--- src/rtl/uart_pkg.sv ---
// Shared definitions for the memory-mapped UART transmitter: FSM encoding,
// register offsets and status-word bit positions.
package uart_pkg;

    typedef enum logic [1:0] {
        IDLE  = 2'd0,
        START = 2'd1,
        DATA  = 2'd2,
        STOP  = 2'd3
    } uart_state_e;

    localparam logic [9:0] UART_DATA_OFS = 10'd0;
    localparam logic [9:0] UART_STAT_OFS = 10'd4;

    localparam int STAT_FULL_BIT   = 0;
    localparam int STAT_EMPTY_BIT  = 1;
    localparam int STAT_ACTIVE_BIT = 2;
    localparam int STAT_OVF_BIT    = 3;
    localparam int STAT_COUNT_LSB  = 4;
    localparam int STAT_COUNT_W    = 5;

    // Builds the status word; every unlisted bit reads as zero.
    function automatic logic [31:0] packStatus(input logic full,
                                               input logic empty,
                                               input logic active,
                                               input logic ovf,
                                               input logic [STAT_COUNT_W-1:0] count);
        logic [31:0] word;
        word = 32'h0;
        word[STAT_FULL_BIT]   = full;
        word[STAT_EMPTY_BIT]  = empty;
        word[STAT_ACTIVE_BIT] = active;
        word[STAT_OVF_BIT]    = ovf;
        word[STAT_COUNT_LSB +: STAT_COUNT_W] = count;
        return word;
    endfunction

endpackage

--- src/rtl/uart_tx_periph_if.sv ---
// CPU data-bus slice seen by the UART: byte address, store data/strobe and
// the registered status read-back.
interface uart_tx_periph_if;
    logic [9:0]  address;
    logic [7:0]  data_in;
    logic        write;
    logic [31:0] read_data;

    modport master (output address, output data_in, output write, input read_data);
    modport slave  (input address, input data_in, input write, output read_data);
endinterface

--- src/rtl/uart_tx_periph_sync_fifo.sv ---
// Single-clock FIFO with synchronous reset; a push while full is only
// accepted when a pop frees the slot in the same cycle.
module sync_fifo #(
    parameter int WIDTH = 8,
    parameter int DEPTH = 8,
    localparam int PTR_W = $clog2(DEPTH),
    localparam int CNT_W = PTR_W + 1
) (
    input  logic             clk,
    input  logic             rst,
    input  logic             push_i,
    input  logic             pop_i,
    input  logic [WIDTH-1:0] wdata_i,
    output logic [WIDTH-1:0] rdata_o,
    output logic             full_o,
    output logic             empty_o,
    output logic [CNT_W-1:0] count_o
);

    logic [WIDTH-1:0] mem_q [DEPTH];
    logic [PTR_W-1:0] wrPtr_q, wrPtr_d;
    logic [PTR_W-1:0] rdPtr_q, rdPtr_d;
    logic [CNT_W-1:0] count_q, count_d;
    logic             pushEff;
    logic             popEff;

    assign full_o  = (count_q == CNT_W'(DEPTH));
    assign empty_o = (count_q == '0);
    assign count_o = count_q;
    assign rdata_o = mem_q[rdPtr_q];

    assign popEff  = pop_i && !empty_o;
    assign pushEff = push_i && (!full_o || popEff);

    always_comb begin
        wrPtr_d = wrPtr_q;
        rdPtr_d = rdPtr_q;
        count_d = count_q + CNT_W'(pushEff) - CNT_W'(popEff);
        if (pushEff) begin
            wrPtr_d = wrPtr_q + PTR_W'(1);
        end
        if (popEff) begin
            rdPtr_d = rdPtr_q + PTR_W'(1);
        end
    end

    always_ff @(posedge clk) begin
        if (rst) begin
            wrPtr_q <= '0;
            rdPtr_q <= '0;
            count_q <= '0;
        end else begin
            wrPtr_q <= wrPtr_d;
            rdPtr_q <= rdPtr_d;
            count_q <= count_d;
        end
    end

    // Storage needs no reset; the pointers define which entries are valid.
    always_ff @(posedge clk) begin
        if (pushEff) begin
            mem_q[wrPtr_q] <= wdata_i;
        end
    end

endmodule

--- src/rtl/uart_tx_periph.sv ---
// Memory-mapped 8N1 UART transmitter: address decode, status register,
// byte FIFO, baud counter and serialising FSM with a registered tx line.
module uart_tx_periph
    import uart_pkg::*;
#(
    parameter logic [9:0] BASE_ADDR    = 10'h3F0,
    parameter int         CLKS_PER_BIT = 104,
    parameter int         FIFO_DEPTH   = 8
) (
    input  logic              clk,
    input  logic              rst,
    uart_tx_periph_if.slave   bus,
    output logic              tx,
    output logic              busy
);

    localparam int CNT_W  = $clog2(FIFO_DEPTH) + 1;
    localparam int BAUD_W = $clog2(CLKS_PER_BIT);
    localparam logic [BAUD_W-1:0] BAUD_MAX  = BAUD_W'(CLKS_PER_BIT - 1);
    localparam logic [9:0]        DATA_ADDR = BASE_ADDR + UART_DATA_OFS;
    localparam logic [9:0]        STAT_ADDR = BASE_ADDR + UART_STAT_OFS;

    uart_state_e       state_q, state_d;
    logic [BAUD_W-1:0] baud_q, baud_d;
    logic [2:0]        bitIdx_q, bitIdx_d;
    logic [2:0]        nextIdx;
    logic [7:0]        shreg_q, shreg_d;
    logic              tx_q, tx_d;
    logic              overflow_q, overflow_d;
    logic [31:0]       readData_q;

    logic              wrData;
    logic              wrStat;
    logic              fifoPush;
    logic              fifoPop;
    logic              fifoFull;
    logic              fifoEmpty;
    logic [CNT_W-1:0]  fifoCount;
    logic [7:0]        fifoRdata;

    assign wrData   = bus.write && (bus.address == DATA_ADDR);
    assign wrStat   = bus.write && (bus.address == STAT_ADDR);
    assign fifoPush = wrData && (!fifoFull || fifoPop);

    sync_fifo #(
        .WIDTH (8),
        .DEPTH (FIFO_DEPTH)
    ) u_fifo (
        .clk     (clk),
        .rst     (rst),
        .push_i  (fifoPush),
        .pop_i   (fifoPop),
        .wdata_i (bus.data_in),
        .rdata_o (fifoRdata),
        .full_o  (fifoFull),
        .empty_o (fifoEmpty),
        .count_o (fifoCount)
    );

    assign tx            = tx_q;
    assign busy          = !fifoEmpty || (state_q != IDLE);
    assign bus.read_data = readData_q;
    assign nextIdx       = bitIdx_q + 3'd1;

    // A dropped byte is sticky until the status register is written.
    always_comb begin
        overflow_d = overflow_q;
        if (wrStat) begin
            overflow_d = 1'b0;
        end else if (wrData && fifoFull && !fifoPop) begin
            overflow_d = 1'b1;
        end
    end

    // tx_d is the line level for the state being entered, so tx stays registered.
    always_comb begin
        state_d  = state_q;
        baud_d   = baud_q;
        bitIdx_d = bitIdx_q;
        shreg_d  = shreg_q;
        tx_d     = tx_q;
        fifoPop  = 1'b0;
        unique case (state_q)
            IDLE: begin
                tx_d = 1'b1;
                if (!fifoEmpty) begin
                    fifoPop = 1'b1;
                    shreg_d = fifoRdata;
                    baud_d  = BAUD_MAX;
                    state_d = START;
                    tx_d    = 1'b0;
                end
            end
            START: begin
                if (baud_q == '0) begin
                    baud_d   = BAUD_MAX;
                    bitIdx_d = 3'd0;
                    state_d  = DATA;
                    tx_d     = shreg_q[0];
                end else begin
                    baud_d = baud_q - BAUD_W'(1);
                end
            end
            DATA: begin
                if (baud_q == '0) begin
                    baud_d = BAUD_MAX;
                    if (bitIdx_q == 3'd7) begin
                        state_d = STOP;
                        tx_d    = 1'b1;
                    end else begin
                        bitIdx_d = nextIdx;
                        tx_d     = shreg_q[nextIdx];
                    end
                end else begin
                    baud_d = baud_q - BAUD_W'(1);
                end
            end
            STOP: begin
                tx_d = 1'b1;
                if (baud_q == '0) begin
                    state_d = IDLE;
                end else begin
                    baud_d = baud_q - BAUD_W'(1);
                end
            end
            default: begin
                state_d = IDLE;
                tx_d    = 1'b1;
            end
        endcase
    end

    // Status is sampled from pre-edge state, giving one cycle of read latency.
    always_ff @(posedge clk) begin
        if (rst) begin
            state_q    <= IDLE;
            baud_q     <= '0;
            bitIdx_q   <= 3'd0;
            shreg_q    <= 8'h00;
            tx_q       <= 1'b1;
            overflow_q <= 1'b0;
            readData_q <= 32'h0000_0002;
        end else begin
            state_q    <= state_d;
            baud_q     <= baud_d;
            bitIdx_q   <= bitIdx_d;
            shreg_q    <= shreg_d;
            tx_q       <= tx_d;
            overflow_q <= overflow_d;
            readData_q <= packStatus(fifoFull, fifoEmpty, state_q != IDLE,
                                     overflow_q, STAT_COUNT_W'(fifoCount));
        end
    end

endmodule
--- src/flat_wrapper.sv ---
// flat-port wrapper written by rule: the top's interface ports become plain ports
module uart_tx_periph_flat import uart_pkg::*;
#(
    parameter logic [9:0] BASE_ADDR    = 10'h3F0,
    parameter int         CLKS_PER_BIT = 104,
    parameter int         FIFO_DEPTH   = 8
)
  (clk, rst, tx, busy, bus_address, bus_data_in, bus_write, bus_read_data);
  uart_tx_periph_if bus_i ();
  input  logic clk;
  input  logic rst;
  output logic tx;
  output logic busy;
  input wire logic [$bits(bus_i.address)-1:0] bus_address;
  input wire logic [$bits(bus_i.data_in)-1:0] bus_data_in;
  input wire logic [$bits(bus_i.write)-1:0] bus_write;
  output wire logic [$bits(bus_i.read_data)-1:0] bus_read_data;
  assign bus_i.address = bus_address;
  assign bus_i.data_in = bus_data_in;
  assign bus_i.write = bus_write;
  assign bus_read_data = bus_i.read_data;
  uart_tx_periph #(.BASE_ADDR(BASE_ADDR), .CLKS_PER_BIT(CLKS_PER_BIT), .FIFO_DEPTH(FIFO_DEPTH)) u_core (.clk(clk), .rst(rst), .bus(bus_i), .tx(tx), .busy(busy));
endmodule
--- config.mk ---
export PLATFORM = sky130hd
export DESIGN_NAME = uart_tx_periph_flat
export DESIGN_NICKNAME = d
export VERILOG_FILES = /design/src/rtl/uart_pkg.sv /design/src/rtl/uart_tx_periph_if.sv /design/src/rtl/uart_tx_periph_sync_fifo.sv /design/src/rtl/uart_tx_periph.sv /design/src/flat_wrapper.sv
export SDC_FILE = /design/constraint.sdc
export NUM_CORES = 1
export LEC_CHECK = 0
export ABC_CLOCK_PERIOD_IN_PS = 3000
export CAP_MARGIN = 5
export CORE_UTILIZATION = 41
export CTS_BUF_LIST = sky130_fd_sc_hd__clkbuf_8
export CTS_CLUSTER_SIZE = 30
export DETAILED_ROUTE_END_ITERATION = 10
export GPL_ROUTABILITY_DRIVEN = 0
export PLACE_DENSITY_LB_ADDON = 0.08
export SLEW_MARGIN = 20
export SYNTH_ARGS = -nofsm -noshare
export SYNTH_HDL_FRONTEND = slang
export SYNTH_SLANG_ARGS = --single-unit
--- constraint.sdc ---
create_clock -name clk -period 3 [get_ports clk]
set_input_delay 0.6 -clock clk [delete_from_list [all_inputs] [get_ports clk]]
set_output_delay 0.6 -clock clk [all_outputs]
set_load 0.02 [all_outputs]
### Word-level counts from Yosys, hierarchy flattened

Memories as Yosys holds them, arrays and structs flattened. A register that Yosys moved wholly into a read port is not among the register bits.
Index checks and enable logic that the tools add are counted.

| storage, ports and cells | value |
|---|---|
| bits of input ports | 21 |
| output and inout port bits | 34 |
| memories | 1 |
| logic and storage cells | 83 |
| bits in registers | 56 |
| bits in writable memories | 64 |

Memory list:

| name | words | width | read ports | clocked after memory_dff | write ports | line | source |
|---|---|---|---|---|---|---|---|
| u_core.u_fifo.mem_q | 8 | 8 | 1 | 1 | 1 | uart_tx_periph_sync_fifo.sv:20 | `logic [WIDTH-1:0] mem_q [DEPTH];` |

| cells by class | value |
|---|---|
| $lt $le $gt $ge | 1 |
| bitwise gates (word level) | 1 |
| equal/unequal tests | 14 |
| mux-type cells | 25 |
| reductions and logical operators | 25 |
| $add $sub $neg | 6 |

Operator list:

| operator | number |
|---|---|
| $mux W7 | 3 |
| $pmux W7 S3 | 1 |
| $eq A10 B10 Y1 const B | 2 |
| $mux W2 | 5 |
| $add A3 B1 Y3 const B | 3 |
| $mux W1 | 9 |
| $mux W3 | 3 |
| $ne A2 B1 Y1 const B | 4 |
| $pmux W2 S4 | 1 |
| $logic_and A1 B1 Y1 | 7 |
| $logic_not A7 Y1 | 1 |
| $sub A7 B1 Y7 const B | 1 |
| $ne A2 B2 Y1 const B | 3 |
| $pmux W3 S2 | 1 |
| $reduce_and A2 Y1 | 3 |
| $reduce_and A5 Y1 | 1 |
| $add A4 B1 Y4 | 1 |
| $eq A2 B2 Y1 const B | 2 |
| $eq A4 B4 Y1 const B | 1 |
| $logic_not A4 Y1 | 1 |
| $lt A3 B4 Y1 const B | 1 |
| $pmux W1 S4 | 1 |
| $reduce_and A4 Y1 | 1 |
| $reduce_bool A2 Y1 | 2 |
| 9 further kinds | 14 |

### Depth between registers and ports, before layout

Gate-level depths: netlist of run 1.

| logic depth | value |
|---|---|
| depth in word-level cells | 8 |
| gate-level depth with buffers | 13 |

### By module

From an unflattened synthesis of run 1, not the netlist that was laid out.

| unflattened totals | value |
|---|---|
| cell total of the unflattened synthesis | 382 |
| area total of the unflattened synthesis | 4858.4 um^2 |

By module, submodules not included:

| module | area an instance (um^2) | instances | cells each |
|---|---|---|---|
| sync_fifo | 3188.1 | 1 | 186 |
| uart_tx_periph | 1670.4 | 1 | 196 |

### Worst setup path before layout of run 1

No wires, ideal clock.

| path | value |
|---|---|
| path type | input-to-reg |
| start | in bus_address[1] |
| end | mem u_core.u_fifo.mem_q[0][0], enable pin |
| setup slack | -0.014 ns |
| buffers on the path | 1 |
| arrival time | 2.620 ns |
| library setup time | 0.395 ns |
| required time | 2.605 ns |
| stages | 5 |
| cells stage by stage | or4b_4 nor3_4 or3b_1 buf_6 nor4_1 |

| between the ends | value |
|---|---|
| cells in the longest elaborated chain, start to end | 6 |

Ends and longest elaborated chain:

| element | line | source |
|---|---|---|
| start, declared | flat_wrapper.sv:14 | `input wire logic [$bits(bus_i.address)-1:0] bus_address;` |
| $eq A10 B10 Y1 | uart_tx_periph.sv:41 | `assign wrData = bus.write && (bus.address == DATA_ADDR);` |
| $logic_and A1 B1 Y1 | uart_tx_periph.sv:41 |  |
| $logic_and A1 B1 Y1 | uart_tx_periph.sv:43 | `assign fifoPush = wrData && (!fifoFull \|\| fifoPop);` |
| $logic_and A1 B1 Y1 | uart_tx_periph_sync_fifo.sv:33 | `assign pushEff = push_i && (!full_o \|\| popEff);` |
| $mux W1 | uart_tx_periph_sync_fifo.sv:61 | `if (pushEff) begin` |
| $mux W1 (implied by the code) | uart_tx_periph_sync_fifo.sv:62 | `mem_q[wrPtr_q] <= wdata_i;` |
| end, declared | uart_tx_periph_sync_fifo.sv:20 |  |

Every way passes these cells.

### Worst setup path after layout of run 1

| path | value |
|---|---|
| start | in bus_address[1] |
| end | reg u_core.u_fifo.count_q[1] (netlist: u_core.u_fifo.count_o[1]) |

| between the ends | value |
|---|---|
| cells in the longest elaborated chain, start to end | 6 |

Ends and longest elaborated chain:

| element | line | source |
|---|---|---|
| $eq A10 B10 Y1 | uart_tx_periph.sv:41 |  |
| $logic_and A1 B1 Y1 | uart_tx_periph.sv:41 |  |
| $logic_and A1 B1 Y1 | uart_tx_periph.sv:43 |  |
| $logic_and A1 B1 Y1 | uart_tx_periph_sync_fifo.sv:33 |  |
| $add A4 B1 Y4 | uart_tx_periph_sync_fifo.sv:38 | `count_d = count_q + CNT_W'(pushEff) - CNT_W'(popEff);` |
| $sub A4 B1 Y4 | uart_tx_periph_sync_fifo.sv:38 |  |
| end signal, assigned | uart_tx_periph_sync_fifo.sv:55 | `count_q <= count_d;` |
| end, declared | uart_tx_periph_sync_fifo.sv:23 | `logic [CNT_W-1:0] count_q, count_d;` |

Every way passes these cells.
A chain may end at the register's enable or synchronous reset.

==> results.sh, run 1 <==
export IMPL_diodes=0
export IMPL_peakVddDrop_v=0.000334
export IMPL_setup_viol=0
export IMPL_hold_ws_ns=0.469
export IMPL_fin_crit_sh_pct=97.3
export IMPL_core_um2=10900
export IMPL_critPathArrivalTime_ns=3.19
export IMPL_area_growth_pct=14.0
export IMPL_drv_cap=0
export IMPL_drt_total_wl_mm=7.84
export IMPL_netlist_area_um2=4590
export IMPL_syn_inst=344
export IMPL_crit_type="in -> reg"
export IMPL_grt_max_degree=29
export IMPL_htreeDepth=3
export IMPL_p_leak_uw=0.00187
export IMPL_required_ns=3.27
export IMPL_fmax_mhz=343
export IMPL_nets=424
export IMPL_avgSynthCellArea_um2=13.3
export IMPL_critPathSlowestCell="or4b_4"
export IMPL_die_width_um=108
export IMPL_cts_setup_buffers=0
export IMPL_slew_headroom_pct=43.4
export IMPL_buffer_ports_inserted=30
export IMPL_grt_pass1_wl_mm=13.3
export IMPL_final_cells=530
export IMPL_cts_sinks=104
export IMPL_ys_ff_latch=104
export IMPL_slew_viol_final=0
export IMPL_cts_hold_buffers=0
export IMPL_grt_pass1_vias=2623
export IMPL_track_usage_pct=15.3
export IMPL_crit_fanout=2
export IMPL_dp_cells=515
export IMPL_vias=2594
export IMPL_end_kind="flop"
export IMPL_rows=38
export IMPL_clock_latency_ns=0.37
export IMPL_ant_nets=0
export IMPL_synth_warnings=0
export IMPL_tightest_slew_ns=0.848
export IMPL_finalCriticalPeriod_ns=2.92
export IMPL_drt_iter0_drc=102
export IMPL_power_density_nw_per_um2=786
export IMPL_status="completed"
export IMPL_start_kind="input pin"
export IMPL_clock_path_buffers=2
export IMPL_drcViolationCount=0
export IMPL_numCtsBuffers=9
export IMPL_vias_per_cell=4.89
export IMPL_root_buffer="clkbuf_8"
export IMPL_cp_slowest_stage_delay_ns=0.54
export IMPL_synthArstFlopShare_pct=0
export IMPL_synth_ff_type="edfxtp_1"
export IMPL_hp_class="reg -> reg"
export IMPL_io_pins=55
export IMPL_design_die_area_um2=11600
export IMPL_nFillCells=953
export IMPL_antenna_found_initial=0
export IMPL_overflow=0
export IMPL_start_util_pct=42.2
export IMPL_dr_pass1_iters=4
export IMPL_clock_skew_ns=0.0129
export IMPL_post_place_ws_ns=-0.297
export IMPL_worst_slack_ns=0.0811
export IMPL_crit_family="simple AND/OR/NAND/NOR gates"
export IMPL_synth_edff_count=64
export IMPL_hpwl_mm=5.49
export IMPL_cts_tree="done"
export IMPL_critPathBufInv=3
export IMPL_chipHeight_um=108
export IMPL_cp_cell_sequence="clkdlybuf4s50_1 -> or4b_4 -> nor3_4 -> or3b_4 -> ha_1 -> inv_1 -> ha_1 -> inv_1 -> fa_2 -> nor2_1"
export IMPL_wire_per_inst_um=14.8
export IMPL_drive_above_1_share_pct=15.4
export IMPL_hold_viol=0
export IMPL_clk_pin_slew_worst_paths_ns=0.10
export IMPL_synth_seq_area_share_pct=59.3
export IMPL_yosysUniqueCellTypes=51
-- flip-flops by register name (all words and copies together), names as in the netlist, 2 cells and up --
signal	flops
u_core.u_fifo.count_o	4
u_core.u_fifo.rdPtr_q	3
u_core.bitIdx_q	3
u_core.baud_q	7
u_core.state_q	2
u_core.u_fifo.mem_q	64
u_core.bus.read_data	8
u_core.shreg_q	8
u_core.u_fifo.wrPtr_q	3
-- layer usage --
metal  up-vias  share of wire (%)  track usage [%]
li1       1296                  -                -
met1      1233                 47             19.6
met2        53                 48             24.8
met3        12                3.0             3.69
met4         0                1.9             6.46
met5         -                  0                0
-- power by group --
part / total, µW / switching [µW] / internal, µW
logic: 1470 / 764 / 710
clock network: 813 / 502 / 311
registers: 1820 / 150 / 1670
-- cell usage in the layout (no fill, tap or decap), types with 2 or more instances in the layout --
cell	count
nor2b_1	3
a21oi_1	14
inv_6	2
nand2b_1	4
or3b_2	2
xor2_1	3
clkinv_4	2
mux4_2	16
edfxtp_1	64
a211oi_1	11
clkbuf_8	9
nand2_1	11
o22ai_1	4
inv_1	16
dfxtp_1	40
ha_1	16
nor3_1	5
mux2i_1	15
xnor2_1	6
a221oi_1	2
and2_1	4
nand4_1	4
o2bb2ai_1	2
o21ai_0	2
a21o_1	2
buf_4	16
clkdlybuf4s50_1	30
conb_1	24
nor2_1	36
-- through the flow --
stage               instance area [µm²]  util [%]   TNS, ns  total power (µW)
finish                             5230      48.0         0              4110
global route                       5230      48.0  -0.00112              4430
CTS                                5230      48.0         0              4160
detailed placement                 5050      46.4     -4.46              3330
global placement                   5050      46.4     -4.23              3320
floorplan                          4680         -         0              2960
-- final cells by class --
cell class / instances / area, µm² / share of cell area (%)
sequential: 104 / 2720 / 52.0
multi-input combinational: 208 / 1660 / 31.7
timing repair buffer: 47 / 440 / 8.42
tap: 140 / 175 / 3.35
clock buffer: 9 / 124 / 2.37
inverter: 16 / 60.1 / 1.15
clock inverter: 6 / 51.3 / 0.981
-- timing repair --
| item | in CTS | in global routing |
|---|---|---|
| endpoints found under the setup margin | 0 | 1 |
| endpoints found under the hold margin | 0 | 0 |
| gates resized for setup | 0 | 2 |
-- cell usage after synthesis (5+ instances only) --
cell,instances,area (µm²)
a211oi_1,11,82.6
nor2_1,36,135
dfxtp_1,40,801
nor3_1,5,25.0
nand2_1,11,41.3
a21oi_1,14,70.1
ha_1,16,200
mux2i_1,15,150
inv_1,16,60.1
edfxtp_1,64,1920
mux4_2,16,360
clkbuf_1,9,33.8
buf_4,24,180
xnor2_1,6,52.6
-- worst reg2reg max path, stage by stage (launching register included) --
cell and delay [ns]:
dfxtp_1 0.31, inv_1 0.11, ha_1 0.15, or3b_2 0.45, a21oi_1 0.27, or3b_4 0.19
ha_1 0.22, inv_1 0.05, ha_1 0.15, inv_1 0.06, fa_2 0.51, nor2_1 0.04
-- cells by family after synthesis --
family,Yosys count,share of synthesized area [%]
compound gates,45,6.71
xor+xnor,9,1.72
fa+ha+maj,17,4.80
buf+inv,55,6.68
flops,104,59.3
mux,31,11.1
other cells,1,0.0817
simple gates,82,9.57
-- worst paths after layout --
check | start | end | slack (ns) | depth (start not counted)
setup reg to reg | u_core.u_fifo.count_o[2]$_SDFF_PP0_ | u_core.u_fifo.count_o[1]$_SDFF_PP0_ | 0.37 | 11
setup / recovery | bus_address[1] | u_core.u_fifo.count_o[1]$_SDFF_PP0_ | 0.08 | 10
hold reg to reg | u_core.bitIdx_q[1]$_SDFFE_PP0P_ | u_core.bitIdx_q[1]$_SDFFE_PP0P_ | 0.47 | 2
hold / removal | u_core.bitIdx_q[1]$_SDFFE_PP0P_ | u_core.bitIdx_q[1]$_SDFFE_PP0P_ | 0.47 | 2
Note: power is estimated with default switching activity, not from simulation.
==> run 2: changes to the inputs <==
--- a/config.mk
+++ b/config.mk
@@ -13,6 +13,7 @@
 export DETAILED_ROUTE_END_ITERATION = 10
 export GPL_ROUTABILITY_DRIVEN = 0
 export PLACE_DENSITY_LB_ADDON = 0.08
+export RECOVER_POWER = 25
 export SLEW_MARGIN = 20
 export SYNTH_ARGS = -nofsm -noshare
 export SYNTH_HDL_FRONTEND = slang
==> results.sh, run 2 (synthesis gave the netlist of run 1 again) <==
export IMPL_start_kind="input pin"
export IMPL_slew_viol_final=0
export IMPL_htreeDepth=3
export IMPL_tightest_slew_ns=0.848
export IMPL_die_width_um=108
export IMPL_design_die_area_um2=11600
export IMPL_drive_above_1_share_pct=15.4
export IMPL_drt_total_wl_mm=7.84
export IMPL_diodes=0
export IMPL_rows=38
export IMPL_dr_pass1_iters=4
export IMPL_p_leak_uw=0.00187
export IMPL_root_buffer="clkbuf_8"
export IMPL_crit_type="in -> reg"
export IMPL_grt_util_met1_pct=19.6
export IMPL_peakVddDrop_v=0.000334
export IMPL_cts_tree="done"
export IMPL_vias=2594
export IMPL_slew_headroom_pct=43.4
export IMPL_grt_use_met3_pct=3.69
export IMPL_clock_latency_ns=0.37
export IMPL_required_ns=3.27
export IMPL_dp_cells=515
export IMPL_final_cells=530
export IMPL_grt_pass1_vias=2623
export IMPL_hpwl_mm=5.49
export IMPL_status="completed"
export IMPL_largest_reg_flops=64
export IMPL_crit_fanout=2
export IMPL_fin_util_pct=48.0
export IMPL_fin_crit_sh_pct=97.3
export IMPL_critPathArrivalTime_ns=3.19
export IMPL_drcViolationCount=0
export IMPL_io_pins=55
export IMPL_power_density_nw_per_um2=785
export IMPL_chipHeight_um=108
export IMPL_core_um2=10900
export IMPL_hp_class="reg -> reg"
export IMPL_drt_iter0_drc=102
export IMPL_clk_pin_slew_worst_paths_ns=0.10
export IMPL_setup_viol=0
export IMPL_end_kind="flop"
export IMPL_start_util_pct=42.2
export IMPL_drv_cap=0
export IMPL_antenna_found_initial=0
export IMPL_grt_max_degree=29
export IMPL_cts_hold_buffers=0
export IMPL_worst_slack_ns=0.0811
export IMPL_track_usage_pct=15.3
export IMPL_grtUsageMet2_pct=24.8
export IMPL_clock_path_buffers=2
export IMPL_finalCriticalPeriod_ns=2.92
export IMPL_buffer_ports_inserted=30
export IMPL_mostFrequentLayoutCells="edfxtp_1, dfxtp_1, nor2_1, conb_1, clkdlybuf4s50_1"
export IMPL_ant_nets=0
export IMPL_nets=424
export IMPL_grt_pass1_wl_mm=13.3
export IMPL_final_common_cell="edfxtp_1"
export IMPL_overflow=0
export IMPL_top_register="u_core.u_fifo.mem_q"
export IMPL_numCtsBuffers=9
export IMPL_hold_viol=0
export IMPL_cts_sinks=104
export IMPL_grt_busiest_layer="met2"
export IMPL_wire_per_inst_um=14.8
export IMPL_cts_setup_buffers=0
export IMPL_clock_skew_ns=0.0129
export IMPL_post_place_ws_ns=-0.297
export IMPL_area_growth_pct=14.0
export IMPL_hold_ws_ns=0.469
export IMPL_vias_per_cell=4.89
export IMPL_fmax_mhz=343
## run 2: cell count changes in the layout (fill, tap and decap cells not counted), sizes merged
cell | before | now
clkdlybuf4s50 | 30 | 24
dlygate4sd3 | 0 | 6
## run 2: final cells by class
| cell class | count | area (µm²) |
|---|---|---|
| Clock buffer | 9 | 124 |
| Tap cell | 140 | 175 |
| Timing Repair Buffer | 47 | 440 |
| Clock inverter | 6 | 51.3 |
| Multi-Input combinational cell | 208 | 1660 |
| Fill cell | 953 | 5660 |
| Inverter | 16 | 60.1 |
| Sequential cell | 104 | 2720 |
## run 2: timing repair
action / in CTS / in global routing
gates resized for setup: 0 / 2
endpoints found under the hold margin: 0 / 0
endpoints found under the setup margin: 0 / 1
## run 2: per-layer routing
layer	vias to the layer above	wire length [µm]
li1	1296	-
met1	1233	3660
met2	53	3790
met3	12	236
met4	0	146
met5	-	0
## run 2: worst max-delay path, cell delays in order
cell and delay (ns):
clkdlybuf4s50_1 0.40, or4b_4 0.54, nor3_4 0.13, or3b_4 0.40, ha_1 0.30, inv_1 0.05
ha_1 0.15, inv_1 0.06, fa_2 0.51, nor2_1 0.04
## run 2: power breakdown
group          switching [µW]  internal [µW]  leakage (µW)
Clock                     502            311     0.0000920
Combinational             764            708      0.000871
Sequential                150           1670      0.000904
Total                    1420           2690       0.00187
## run 2: stage by stage
step / instance area (µm²) / setup TNS [ns] / power (µW)
after floorplan: 4680 / 0 / 2960
final: 5230 / 0 / 4110
after CTS: 5230 / 0 / 4160
after detailed placement: 5050 / -4.46 / 3330
after global routing: 5230 / -0.00112 / 4420
after global placement: 5050 / -4.23 / 3320
## run 2: worst paths after layout
check                                 startpoint                                  end  slack, ns  depth (start not counted)
min              u_core.bitIdx_q[1]$_SDFFE_PP0P_      u_core.bitIdx_q[1]$_SDFFE_PP0P_       0.47                          2
max reg2reg  u_core.u_fifo.count_o[2]$_SDFF_PP0_  u_core.u_fifo.count_o[1]$_SDFF_PP0_       0.37                         11
min reg2reg      u_core.bitIdx_q[1]$_SDFFE_PP0P_      u_core.bitIdx_q[1]$_SDFFE_PP0P_       0.47                          2
max                               bus_address[1]  u_core.u_fifo.count_o[1]$_SDFF_PP0_       0.08                         10
==> run 3: changes to the inputs <==
--- a/config.mk
+++ b/config.mk
@@ -12,6 +12,7 @@
 export CTS_CLUSTER_SIZE = 30
 export DETAILED_ROUTE_END_ITERATION = 10
 export GPL_ROUTABILITY_DRIVEN = 0
+export HOLD_SLACK_MARGIN = 0.03
 export PLACE_DENSITY_LB_ADDON = 0.08
 export RECOVER_POWER = 25
 export SLEW_MARGIN = 20
==> results of run 3 <==
Final layout, timing and power as in run 2 (identical DEF).
==> edit: new RTL, config.mk and constraints of run 3 <==
`FIFO_DEPTH` is set to 8 in 2 places; all go to 16.
--- a/src/rtl/uart_tx_periph.sv
+++ b/src/rtl/uart_tx_periph.sv
@@ -7,3 +7,3 @@
     parameter int         CLKS_PER_BIT = 104,
-    parameter int         FIFO_DEPTH   = 8
+    parameter int         FIFO_DEPTH   = 16
 ) (
--- a/src/flat_wrapper.sv
+++ b/src/flat_wrapper.sv
@@ -5,3 +5,3 @@
     parameter int         CLKS_PER_BIT = 104,
-    parameter int         FIFO_DEPTH   = 8
+    parameter int         FIFO_DEPTH   = 16
 )
Function: no difference found for any inputs over 10 cycles, from zero or initial values and one cycle with rst high; that may be too few to reach the edited logic, so the function may still have changed.
==> edit against run 3 <==
  * Clock skew about the same
  * Global-route usage up 2.0 points
  * Area after synthesis up 61%
  * Wire length up 91%
  * Clock power up 110%
  * Hold slack worse by 0.0018 ns
  * Sequential cell count up 68
  * Worst setup slack worse by 0.040 ns
  * Design area up 67%
  * Total power up 68%
  * Largest cell class unchanged
==> edit: results (changes against run 3) <==
Vias/cell 5.296 (+8.2%); H-tree depth 4 (+1); sequential share of cell area 54.07% (+2.0 points); mean area per synthesized cell 15.12 um2 (+13%); clk_lat worst skew 0.45 ns (+0.08 ns); worst slack, placed -0.5871 ns (-0.2897 ns); Tcrit/Tclk final 98.64% (+1.3 points); vias in the first global route 4174 (+59%); reg-to-reg slack, setup 0.29 ns (-0.08 ns); CP endpoint u_core.u_fifo.count_o[4]; max reg flops 128 (+100%); # fillers 1484 (+56%); dominant cells by area after synthesis edfxtp_1, dfxtp_1, mux4_2; DRT iter0 DRCs 299 (+190%); library cells used by synthesis 57 (+12%); Clock Skews 0.01340 ns (+0.0004534 ns); final net count 591 (+39%); #FFs+latches synth 172 (+65%); Bufs on Longest Clock Path 2 (unchanged); hold_ws 0.4668 ns (-0.001823 ns); GRT met2 Usage 27.50% (+2.7 points); number of buffer cells added on primary ports 31 (+3.3%); Die Span X 136.1 um (+26%); internal power 4.698 mW (+75%); clock buffer count from CTS 17 (+8); layout cells sized above 1 21.67% (+6.3 points); drt total wl 14960 um (+91%); Inverters 23 (+7); number of non-clock buffers 67 (+43%); critical path arrival 3.29 ns (+0.10 ns); CP startpoint bus_address[0]; Layout Cells excl Fill 788 (+49%); first-pass GRT wire length 23340 um (+75%); Post-DP HPWL 10050 um (+83%); Worst slew margin 48.47% (+5.0 points); most frequent cells after synthesis edfxtp_1, dfxtp_1, mux4_2; Crit Reg-Reg Startpoint u_core.u_fifo.count_o[2]; status complete, no violations; GR Util met3 4.101% (+0.41 points); leak pwr 3.022 nW (+62%); CLK BUF 17 (+8); # placed instances 754 (+46%); Non-clock buffer share 9.090% (+0.67 points); post-synthesis sequential area ratio 64.04% (+4.7 points); #MultiIn Comb 269 (+29%); Worst Reg2Reg Path Length in Cells 14 (+3); total track usage 17.31% (+2.0 points); Clock-cell share 4.896% (+1.5 points); fraction of registers with async set/reset 0% (unchanged); Post-synth EDFFs 128 (+100%)
-- edit: cell count changes in the layout (fill, tap and decap cells not counted), sizes merged, moves of 5 or more --
cell / delta
a211oi: -10
and3: +11
buf: +19
clkbuf: +8
edfxtp: +64
inv: +7
mux4: +18
nand3: +20
nor2: -13
nor2b: +6
o21ai: +5
o221ai: +9
-- edit: power by group through the flow --
stage | sequential [mW] | clock, mW | combinational (mW)
CTS | 2.88 | 1.79 | 2.26
floorplan | 2.91 | 0 | 1.58
finish | 2.88 | 1.74 | 2.27
global route | 2.90 | 1.89 | 2.50
global placement | 2.93 | 0 | 2.18
detailed placement | 2.93 | 0 | 2.21
-- edit: kinds of logic (layout without fill, tap and decap cells) --
logic type | after synthesis | count (layout) | synth area share (%)
flip-flops | 172 | 172 | 64.04
adder cells (fa/ha/maj) | 20 | 20 | 3.494
multiplexers | 53 | 53 | 12.99
AO/OA/AOI/OAI | 61 | 61 | 5.902
other | 1 | 23 | 0.05083
AND/OR/NAND/NOR | 107 | 107 | 8.073
buffers and inverters | 69 | 122 | 4.851
XOR/XNOR | 5 | 5 | 0.5937
-- edit: timing repair --
item / CTS / global route
endpoints found under the setup margin: 1 / 2
gates resized for setup: 3 / 4
pin swaps: 7 / 2
buffers inserted: 2 / 0
-- edit: critical path, stage by stage --
cell and delay, ns:
clkdlybuf4s50_1 0.40, or4b_4 0.51, or4_4 0.45, nor2_4 0.11, inv_2 0.05, ha_4 0.20, inv_2 0.06, ha_4 0.12
inv_2 0.04, fa_2 0.35, nor2b_4 0.13, o21bai_2 0.08, a21oi_2 0.14, nor3b_2 0.05
-- edit: routing by layer --
metal | wire length (um) | part of all wire [%]
met1 | 7169 | 48
met2 | 7176 | 48
met3 | 461 | 3.1
met4 | 148 | 0.99
met5 | 0 | 0
